==> src/rtl/softermax_pkg.sv <==
// softermax_pkg: shared state encoding, datapath widths and ceiling helper for softermax_accum
package softermax_pkg;
    localparam int BW_DEF = 8;
    localparam int ACCUM_BW_DEF = 16;
    localparam int D_W = BW_DEF + 2;
    localparam int SH_W = $clog2(ACCUM_BW_DEF) + 1;
    typedef enum logic [1:0] {ACCUM, EXP, OUT} state_t;
    function automatic logic signed [D_W-1:0] ceil_int(input logic signed [D_W-1:0] x, input int ifw);
        logic signed [D_W-1:0] t;
        t = x + $signed(D_W'((1 << ifw) - 1));
        return t >>> ifw;
    endfunction
endpackage

==> src/rtl/softermax_accum_pow2_unit.sv <==
// pow2_unit: combinational 2^d for d <= 0, result in ACCUM_FW fractional bits
module pow2_unit #(
    parameter int BW = 8,
    parameter int IN_FW = 4,
    parameter int ACCUM_BW = 16,
    parameter int ACCUM_FW = 6
) (
    input  logic signed [BW+1:0]   d,
    output logic [ACCUM_BW-1:0]    p
);
    logic signed [BW+1:0] fl;
    logic [BW+1:0] k;
    logic [ACCUM_BW-1:0] base;
    always_comb begin
        fl = d >>> IN_FW;
        k = -fl;
        base = ACCUM_BW'(1 << ACCUM_FW) + (ACCUM_BW'(d[IN_FW-1:0]) << (ACCUM_FW - IN_FW));
        p = (k >= (BW+2)'(ACCUM_FW + 2)) ? '0 : base >> k;
    end
endmodule

==> src/rtl/softermax_accum.sv <==
// softermax_accum: online max/denominator accumulation then a second pass producing 2^(x-max) per score
module softermax_accum
    import softermax_pkg::*;
#(
    parameter int BW = 8,
    parameter int IN_FW = 4,
    parameter int ACCUM_BW = 16,
    parameter int ACCUM_FW = 6,
    parameter int VEC_SIZE = 10
) (
    input  logic                               clk,
    input  logic                               reset,
    input  logic                               in_valid,
    output logic                               in_ready,
    input  logic signed [BW-1:0]               in_data,
    output logic                               out_valid,
    input  logic                               out_ready,
    output logic [VEC_SIZE-1:0][ACCUM_BW-1:0]  vec_out,
    output logic [ACCUM_BW-1:0]                denom_out,
    output logic signed [BW-1:0]               max_out
);
    localparam int CW = (VEC_SIZE > 1) ? $clog2(VEC_SIZE) : 1;
    state_t state_q, state_d;
    logic [CW-1:0] cnt_q, cnt_d, idx_q, idx_d;
    logic first_q, first_d;
    logic signed [BW-1:0] m_q, m_d, max_q, max_d;
    logic [ACCUM_BW-1:0] den_q, den_d, denom_q, denom_d;
    logic signed [BW-1:0] sbuf_q [VEC_SIZE];
    logic signed [BW-1:0] sbuf_d [VEC_SIZE];
    logic [VEC_SIZE-1:0][ACCUM_BW-1:0] vec_q, vec_d;
    logic signed [D_W-1:0] x, c, mx, diff, d_acc, d_exp;
    logic [ACCUM_BW-1:0] p_acc, p_exp, kept;
    logic [ACCUM_BW:0] sum;
    logic rise;

    pow2_unit #(.BW(BW), .IN_FW(IN_FW), .ACCUM_BW(ACCUM_BW), .ACCUM_FW(ACCUM_FW))
        u_pow2_acc (.d(d_acc), .p(p_acc));
    pow2_unit #(.BW(BW), .IN_FW(IN_FW), .ACCUM_BW(ACCUM_BW), .ACCUM_FW(ACCUM_FW))
        u_pow2_exp (.d(d_exp), .p(p_exp));

    always_comb begin
        x = D_W'(in_data);
        c = ceil_int(x, IN_FW);
        mx = D_W'(m_q);
        rise = first_q || (c > mx);
        diff = c - mx;
        d_acc = x - ((rise ? c : mx) <<< IN_FW);
        d_exp = D_W'(sbuf_q[idx_q]) - (mx <<< IN_FW);
        // a rising max rescales the old sum; shifts past the word width flush it
        kept = first_q ? '0 : !rise ? den_q : (diff >= D_W'(ACCUM_BW)) ? '0 : den_q >> SH_W'(diff);
        sum = {1'b0, kept} + {1'b0, p_acc};
        state_d = state_q;
        cnt_d = cnt_q;
        idx_d = idx_q;
        first_d = first_q;
        m_d = m_q;
        den_d = den_q;
        max_d = max_q;
        denom_d = denom_q;
        sbuf_d = sbuf_q;
        vec_d = vec_q;
        if (state_q == ACCUM && in_valid) begin
            sbuf_d[cnt_q] = in_data;
            first_d = 1'b0;
            m_d = rise ? BW'(c) : m_q;
            den_d = sum[ACCUM_BW] ? '1 : sum[ACCUM_BW-1:0];
            cnt_d = (cnt_q == CW'(VEC_SIZE - 1)) ? '0 : cnt_q + CW'(1);
            state_d = (cnt_q == CW'(VEC_SIZE - 1)) ? EXP : ACCUM;
        end else if (state_q == EXP) begin
            vec_d[idx_q] = p_exp;
            idx_d = (idx_q == CW'(VEC_SIZE - 1)) ? '0 : idx_q + CW'(1);
            if (idx_q == CW'(VEC_SIZE - 1)) begin
                state_d = OUT;
                denom_d = den_q;
                max_d = m_q;
            end
        end else if (state_q == OUT && out_ready) begin
            state_d = ACCUM;
            first_d = 1'b1;
            cnt_d = '0;
        end
    end

    always_ff @(posedge clk) begin
        if (reset) begin
            state_q <= ACCUM;
            cnt_q <= '0;
            idx_q <= '0;
            first_q <= 1'b1;
            m_q <= '0;
            den_q <= '0;
            max_q <= '0;
            denom_q <= '0;
            sbuf_q <= '{default: '0};
            vec_q <= '0;
        end else begin
            state_q <= state_d;
            cnt_q <= cnt_d;
            idx_q <= idx_d;
            first_q <= first_d;
            m_q <= m_d;
            den_q <= den_d;
            max_q <= max_d;
            denom_q <= denom_d;
            sbuf_q <= sbuf_d;
            vec_q <= vec_d;
        end
    end

    assign in_ready = (state_q == ACCUM);
    assign out_valid = (state_q == OUT);
    assign vec_out = vec_q;
    assign denom_out = denom_q;
    assign max_out = max_q;
endmodule

==> config.mk <==
export PLATFORM = sky130hd
export DESIGN_NAME = softermax_accum
export DESIGN_NICKNAME = d
export VERILOG_FILES = /design/src/rtl/softermax_pkg.sv /design/src/rtl/softermax_accum_pow2_unit.sv /design/src/rtl/softermax_accum.sv
export SDC_FILE = /design/constraint.sdc
export NUM_CORES = 1
export LEC_CHECK = 0
export BUFFER_PORTS_ARGS = -buffer_cell sky130_fd_sc_hd__buf_4
export CAP_MARGIN = 20
export CORE_UTILIZATION = 35
export CTS_CLUSTER_SIZE = 20
export DETAILED_ROUTE_END_ITERATION = 6
export PLACE_DENSITY = 0.61
export REMOVE_ABC_BUFFERS = 1
export SLEW_MARGIN = 20
export SYNTH_ARGS = -nofsm -noshare
export SYNTH_HDL_FRONTEND = slang
export SYNTH_HIERARCHICAL = 1
export SYNTH_SLANG_ARGS = --single-unit
==> constraint.sdc <==
create_clock -name clk -period 13.6 [get_ports clk]
set_clock_uncertainty 0.05 [all_clocks]
set_input_delay 2.72 -clock clk [delete_from_list [all_inputs] [get_ports clk]]
set_output_delay 2.72 -clock clk [all_outputs]
set_load 0.02 [all_outputs]
==> results.cfg, run 1 <==
[run_status]
status = finished clean

[global_route]
grt_pass1_wl_mm = 63.5
grt_max_degree = 138
grt_overflow = 0
antenna_found_initial = 0
grt_pass1_vias = 11400
grtUsageTotal = 0.197

[floorplanning]
fp.dieArea_mm2 = 0.0406
core.rowCount = 72
ios = 198
fp.dieW_um = 201
core-area_mm2 = 0.0389
fp.dieH_um = 201
initial_utilization = 0.358

[detailed_routing]
wl_mm = 40.6
firstDrtPassIters = 5
ant_nets = 0
post_drt_wl_per_cell_um = 17.3
viasPerCell = 5.14
num_vias = 12100
drt_iter0_markers = 777
route.detailed.drc = 0

[timing]
fin_tns_setup_ns = 0
holdWs_ns = 0.403
max_clock_freq_mhz = 101
rsz0062_at_grt = false
setup_ws_ns = 3.72
final_max_slew_viol_count = 0
layout_min_cycle_time_ns = 9.88
setup_viol = 0
final_hold_viol_count = 0
period_share = 0.726
relSlewSlack = 0.337
tightestPinTransition_ns = 0.995

[cts]
hold_buffers = 0
clkTransAtPathRegs_ns = 0.05
clock_latency_ns = 0.53
postCtsSetupBuffers = 0
cts_resized = 0
htreeDepth = 2
cts_made_buffers = 35
root_buffer = clkbuf_16
cts_tree = done
clock_sinks = 293
cts_max_path_buffers = 3

[logic_synthesis]
ys_ff_latch = 293
avgSynthCellArea_um2 = 8.24
ys_types = 73
yosysMostFrequentCell = nand2_1
synth_top_area_frac = 0.421
syn_inst = 1690
synth_ff_type = dfxtp_1
synth_edf_count = 0
ys_seq_area_frac = 0.421
async_flop_share = 0
ys_top_cells_by_count = 404 x nand2_1, 293 x dfxtp_1, 227 x a21oi_1
synth_area_mm2 = 0.0139
synth_area_leaders = dfxtp_1 42%, nand2_1 11%, a21oi_1 8.2%
ys.warnings.count = 6
yosysTopAreaCell = dfxtp_1

[setup_path]
cp_num_buf_inv = 3
critical_path_peak_fanout = 28
cp_slowest_cell = ha_1
path_class = input pin to flip-flop
arrival_ns = 10.19
cp_cell_sequence = buf_4, nor4_1, xnor2_1, ha_1, nand4_1, o311a_1, nor3_4, o21ai_0, ha_1, fa_1, inv_1, inv_1, ha_1, or4b_1, nor4_2, a31oi_1, nor4_1, ha_1, a21oi_1, nor2_1, a311oi_2, o311ai_2, a31oi_4, a211oi_1
endpoint_kind = flip-flop
cp_top_family = simple AND/OR/NAND/NOR gates
slowest_delay_ns = 0.92
crit_top_cell = ha_1
required_ns = 13.91
worstSetupStartpointType = input pin

[power_and_ir_drop]
switching_share = 0.282
peakVddDrop_mv = 0.101
p_leak_uw = 0.00641
power.share.sequential = 0.411
cellPowerDensity_mw_per_mm2 = 128
combPwrFrac = 0.159
internal_power_uw = 1540
switchingPower_uw = 605
power_frac_clock = 0.430

[placement]
place_congestion = 0.825
port_buffers = 197
hpwlAfterDp_mm = 27.6
dp_cells = 2293
dpl_cell_area_mm2 = 0.0156
post-place-ws_ns = 3.23

[run]
maxCapViolCount = 0

[final_layout]
syn_to_final_growth_pct = 20.2
drive_gt1_frac = 0.179
fin_area_mm2 = 0.0167
antenna_cells = 0
final_cells = 2354
nets = 1863

[worst_hold_path]
holdCritPathClass = flip-flop to flip-flop
## worst reg2reg max path, delay by kind of cell (launching register included)
| kind | cells | cell delay, ns |
|---|---|---|
| AO/OA/AOI/OAI | 8 | 2.04 |
| adder cells (fa/ha/maj) | 5 | 2.21 |
| buffers and inverters | 2 | 0.18 |
| flip-flops | 1 | 0.35 |
| AND/OR/NAND/NOR | 6 | 2.12 |
## stage by stage
step / utilization / total power, uW
after floorplan: - / 1130
after global placement: 0.400 / 1220
after detailed placement: 0.400 / 1230
after CTS: 0.430 / 2160
after global routing: 0.430 / 2240
final: 0.430 / 2150
## cell type report
class | instances | area [um2]
Tap cell | 518 | 648
Clock inverter | 13 | 119
Multi-Input combinational cell | 1231 | 7320
Timing Repair Buffer | 213 | 1610
Inverter | 38 | 143
Fill cell | 3890 | 22200
Clock buffer | 48 | 1040
Sequential cell | 293 | 5870
## power groups by stage
stage	registers [uW]	clock network (uW)	logic, uW
CTS	883	946	330
global placement	901	0	320
detailed placement	902	0	328
global route	884	986	375
floorplan	896	0	232
finish	883	923	341
## routing by layer
layer	vias to the layer above	global-route usage	wire length, um	part of all wire
li1	5944	-	-	-
met1	5716	0.269	18900	0.47
met2	367	0.316	18500	0.46
met3	67	0.0305	2120	0.052
met4	0	0.0649	1060	0.026
met5	-	0	0	0
## kinds of logic after synthesis
family | Yosys count | share of synthesized area
AO/OA/AOI/OAI | 360 | 0.152
flip-flops | 293 | 0.421
AND/OR/NAND/NOR | 659 | 0.204
buffers and inverters | 182 | 0.0602
multiplexers | 124 | 0.105
adder cells (fa/ha/maj) | 39 | 0.0372
XOR/XNOR | 31 | 0.0195
other | 2 | 0.000539
## registers in the layout, indices dropped and copies added (netlist names)
| name | flops |
|---|---|
| denom_out | 16 |
| m_q | 5 |
| idx_q | 4 |
| sbuf_q | 80 |
| first_q | 1 |
| den_q | 16 |
| max_out | 5 |
| vec_out | 160 |
| state_q | 2 |
| cnt_q | 4 |
## final timing paths
kind,start,to,slack (ns),cells past startpoint
hold reg to reg,vec_out[154],vec_out[154],0.40,2
setup reg to reg,m_q[0],den_q[0],6.48,21
setup / recovery,in_data[0],den_q[0],3.72,24
hold / removal,vec_out[154],vec_out[154],0.40,2
## cell usage in the layout, fill, tap and decap left out, drive strengths merged, types with 17 or more instances in the layout
cell and n:
nand2 404, dfxtp 293, a21oi 228, buf 212, nor2 145, mux2i 98
clkbuf 49, inv 39, ha 35, nand3 33, o21ai 33, a211oi 30
xnor2 22, conb 18, mux4 17
(Power assumes the default switching activity.)
==> run 2: changes to the inputs <==
Settings changed: ABC_AREA set to 1.
Clock period 13.6 ns to 9.15 ns, I/O delays scaled along.
==> run 2 against run 1 <==
- final cell count is 15% higher
- setup slack worse by 2.3 ns
- first-iteration DRC count up 46%
- clock power is 53% higher
- synthesized area up 2.9%
- sequential cell count stayed put
- die area increased by 2.9%
- routed wire length up 13%
- global-route usage up 1.9 points
==> results.cfg, run 2 <==
[run_status]
status = finished clean

[logic_synthesis]
ys_top_cells_by_count = 447 x nand2_1, 293 x dfxtp_1, 227 x a21oi_1
synth_top_area_frac = 0.409
synth_area_leaders = dfxtp_1 41%, nand2_1 12%, a21oi_1 7.9%
ys_types = 44
avgSynthCellArea_um2 = 7.01
ys.warnings.count = 6
yosysMostFrequentCell = nand2_1
synth_ff_type = dfxtp_1
synth_edf_count = 0
syn_inst = 2044
async_flop_share = 0
ys_ff_latch = 293
synth_area_mm2 = 0.0143
yosysTopAreaCell = dfxtp_1
ys_seq_area_frac = 0.409

[placement]
post-place-ws_ns = 0.985
place_congestion = 0.880
dp_cells = 2650
hpwlAfterDp_mm = 32.1
port_buffers = 197
dpl_cell_area_mm2 = 0.0159

[global_route]
grt_max_degree = 82
grt_overflow = 0
grt_pass1_vias = 12700
grtUsageTotal = 0.215
grt_pass1_wl_mm = 70.8
antenna_found_initial = 0

[cts]
clock_latency_ns = 0.55
hold_buffers = 0
postCtsSetupBuffers = 0
cts_resized = 0
cts_tree = done
root_buffer = clkbuf_16
htreeDepth = 2
clkTransAtPathRegs_ns = 0.06
cts_max_path_buffers = 3
clock_sinks = 293
cts_made_buffers = 35

[setup_path]
slowest_delay_ns = 0.79
required_ns = 9.53
path_class = input pin to flip-flop
critical_path_peak_fanout = 32
cp_slowest_cell = ha_1
cp_top_family = simple AND/OR/NAND/NOR gates
crit_top_cell = nand2_1
worstSetupStartpointType = input pin
endpoint_kind = flip-flop
arrival_ns = 8.06
cp_num_buf_inv = 6

[timing]
period_share = 0.840
setup_viol = 0
relSlewSlack = 0.260
max_clock_freq_mhz = 130
setup_ws_ns = 1.47
final_hold_viol_count = 0
tightestPinTransition_ns = 1.11
rsz0062_at_grt = false
fin_tns_setup_ns = 0
final_max_slew_viol_count = 0
layout_min_cycle_time_ns = 7.68

[final_layout]
largest_reg_flops = 160
nets = 2213
layout_common_cells = 447 x nand2_1, 292 x dfxtp_1, 227 x a21oi_1
drive_gt1_frac = 0.145
syn_to_final_growth_pct = 19.1
final_cells = 2711
final_common_cell = nand2_1
fin_area_mm2 = 0.0171
antenna_cells = 0
n_fill_cell = 4145

[detailed_routing]
ant_nets = 0
num_vias = 13900
post_drt_wl_per_cell_um = 16.9
drt_iter0_markers = 1133
firstDrtPassIters = 6
route.detailed.drc = 0
viasPerCell = 5.12
wl_mm = 45.8

[floorplanning]
initial_utilization = 0.358
fp.dieH_um = 204
fp.dieW_um = 204
core-area_mm2 = 0.0400
fp.dieArea_mm2 = 0.0417
ios = 198
core.rowCount = 73

[worst_hold_path]
holdCritPathClass = flip-flop to flip-flop

[power_and_ir_drop]
finalPower_uw = 3310
cellPowerDensity_mw_per_mm2 = 194
peakVddDrop_mv = 0.106
p_leak_uw = 0.00746

[run]
maxCapViolCount = 0
## run 2: cell type report
| type | count | area, um2 | share of cell area |
|---|---|---|---|
| multi-input combinational | 1437 | 7080 | 0.415 |
| sequential | 293 | 5870 | 0.344 |
| timing repair buffer | 213 | 1600 | 0.0937 |
| clock buffer | 43 | 967 | 0.0567 |
| inverter | 182 | 686 | 0.0402 |
| tap | 525 | 657 | 0.0385 |
| clock inverter | 18 | 200 | 0.0117 |
## run 2: metal layers
layer / routed length (um) / part of all wire / GRT usage / vias up
met5: 0 / 0 / 0 / -
met2: 21300 / 0.47 / 0.351 / 445
li1: - / - / - / 6918
met1: 20100 / 0.44 / 0.283 / 6419
met4: 1610 / 0.035 / 0.0813 / 0
met3: 2820 / 0.062 / 0.0359 / 99
## run 2: logic make-up after synthesis
logic type / Yosys count / synth area share
other: 2 / 0.000524
buffers and inverters: 330 / 0.101
adder cells (fa/ha/maj): 39 / 0.0362
XOR/XNOR: 18 / 0.0121
flip-flops: 293 / 0.409
AO/OA/AOI/OAI: 488 / 0.177
AND/OR/NAND/NOR: 874 / 0.263
## run 2: path summary, 6_finish.rpt
path	from	end	slack [ns]	depth (start not counted)
worst min register to register	vec_out[29]	vec_out[29]	0.40	2
worst max register to register	m_q[0]	den_q[14]	3.16	30
worst min-delay path	vec_out[29]	vec_out[29]	0.40	2
worst max-delay path	in_data[2]	den_q[14]	1.47	36
## run 2: power breakdown
| group | switching [uW] | internal, uW |
|---|---|---|
| Sequential | 13.1 | 1290 |
| Combinational | 417 | 172 |
| Clock | 572 | 843 |
| Total | 1000 | 2310 |
## run 2: worst min-delay path, delay by kind of cell (launching register included)
family,cells,cell delay [ns]
flops,1,0.30
buf+inv,1,0.05
compound gates,1,0.05
## run 2: metrics by stage
| stage | utilization | hold slack (ns) |
|---|---|---|
| 6_report | 0.426 | 0.398 |
| 4_1_cts | 0.426 | 0.399 |
| 5_1_grt | 0.426 | 0.413 |
| 3_5_place_dp | 0.397 | 0.390 |
| 2_1_floorplan | - | 0.386 |
| 3_3_place_gp | 0.397 | 0.385 |
==> run 3: changes to the inputs <==
Settings changed: PLACE_DENSITY 0.61 to 0.63.
Clock period 9.15 ns to 6.25 ns, I/O delays scaled along.
==> run 3 against run 2 <==
- design area rose by 3.8%
- clock-buffer cell count grew 14
- critical endpoint is now den_q[0]
- sequential cell count is the same
- largest power group unchanged
- sequential share of layout area fell by 1.3 points
==> results.cfg, run 3 (synthesis results as in run 2) <==
[cts]
cts_max_path_buffers = 3
clock_sinks = 293
cts_made_buffers = 35
clkTransAtPathRegs_ns = 0.06
clock_latency_ns = 0.54
hold_buffers = 0
cts_tree = done
htreeDepth = 2
root_buffer = clkbuf_16

[worst_hold_path]
hp-start = vec_out[20]
holdCritPathClass = flip-flop to flip-flop
worstHoldPathCells = 2

[setup_path]
critical_path_peak_fanout = 8
reg2reg_depth = 19
required_ns = 6.63
cp_slowest_cell = fa_2
crit_start = in_data[3]
crit_top_cell = nand2_1
endpoint_kind = flip-flop
arrival_ns = 6.24
r2r-start = idx_q[1]
worstSetupStartpointType = input pin
slowest_delay_ns = 0.54
path_class = input pin to flip-flop

[power_and_ir_drop]
peakVddDrop_mv = 0.172
finalPower_uw = 5010
p_leak_uw = 0.00782
cellPowerDensity_mw_per_mm2 = 283

[placement]
hpwlAfterDp_mm = 32.2
port_buffers = 197
place_congestion = 0.903
dp_cells = 2715

[floorplanning]
fp.dieW_um = 204
initial_utilization = 0.358
fp.dieArea_mm2 = 0.0417
core.rowCount = 73
ios = 198
fp.dieH_um = 204
core-area_mm2 = 0.0400

[final_layout]
drive_gt1_frac = 0.177
final_cells = 2780
n_fill_cell = 4038
syn_to_final_growth_pct = 23.6
antenna_cells = 0
final_common_cell = nand2_1
layout_common_cells = 444 x nand2_1, 293 x dfxtp_1, 278 x buf_4
nets = 2279
largest_reg_flops = 160

[detailed_routing]
firstDrtPassIters = 5
viasPerCell = 5.15
post_drt_wl_per_cell_um = 16.6
wl_mm = 46.3
num_vias = 14300
ant_nets = 0
route.detailed.drc = 0
drt_iter0_markers = 1267

[global_route]
grt_overflow = 0
grt_pass1_wl_mm = 71.2
grt_pass1_vias = 13100
grtUsageTotal = 0.214
grt_max_degree = 93
antenna_found_initial = 0

[timing]
period_share = 0.938
max_clock_freq_mhz = 171
final_hold_viol_count = 0
holdWs_ns = 0.396
layout_min_cycle_time_ns = 5.86
final_max_slew_viol_count = 0
tightestPinTransition_ns = 1.08
relSlewSlack = 0.276
setup_viol = 0

[run]
maxCapViolCount = 0

[run_status]
status = finished clean
## run 3: changes by cell type in the layout (fill, tap and decap cells not counted), moves of 4 or more
cell      delta
buf_4       +65
o21ai_0      -5
ha_1         -4
clkbuf_8     +7
clkbuf_1     +8
clkinv_2     -6
## run 3: worst paths after layout
kind	slack, ns	to
worst min register to register	0.40	vec_out[20]
worst max register to register	1.12	vec_out[150]
worst min-delay path	0.40	vec_out[20]
worst max-delay path	0.39	den_q[0]
## run 3: repair_timing
action                                  CTS  global route
pin swaps                                 0             5
setup buffers                             0             1
endpoints found under the setup margin   16            16
gates resized for setup                   2            35
## run 3: cell type report
type / count / area (um2) / share of cell area
clock buffer: 57 / 1070 / 0.0603
clock inverter: 7 / 121 / 0.00685
inverter: 182 / 686 / 0.0387
multi-input combinational: 1437 / 7220 / 0.407
sequential: 293 / 5870 / 0.331
tap: 525 / 657 / 0.0371
timing repair buffer: 279 / 2100 / 0.118
## run 3: layer usage
metal	track usage	part of all wire
met5	0	0
met4	0.0928	0.042
met3	0.0325	0.054
met2	0.340	0.46
met1	0.285	0.44
## run 3: power breakdown
group	total (uW)	leakage [uW]	internal [uW]	switching [uW]
Sequential	1920	0.00237	1900	19.8
Clock	2100	0.000580	1260	836
Combinational	995	0.00487	341	654
## run 3: per-stage QoR
stage	area [um2]	worst slack, ns	setup TNS [ns]	util
floorplan	13600	-0.378	-4.87	-
global placement	16400	-0.515	-7.32	0.409
detailed placement	16400	-0.673	-10.18	0.409
CTS	17600	0.00659	0	0.439
global route	17700	-0.00148	-0.00148	0.443
finish	17700	0.390	0	0.443
## run 3: worst max-delay path, delay by kind of cell
kind / cells / cell delay (ns)
AND/OR/NAND/NOR: 21 / 1.99
buffers and inverters: 8 / 0.76
AO/OA/AOI/OAI: 3 / 0.32
adder cells (fa/ha/maj): 6 / 1.91
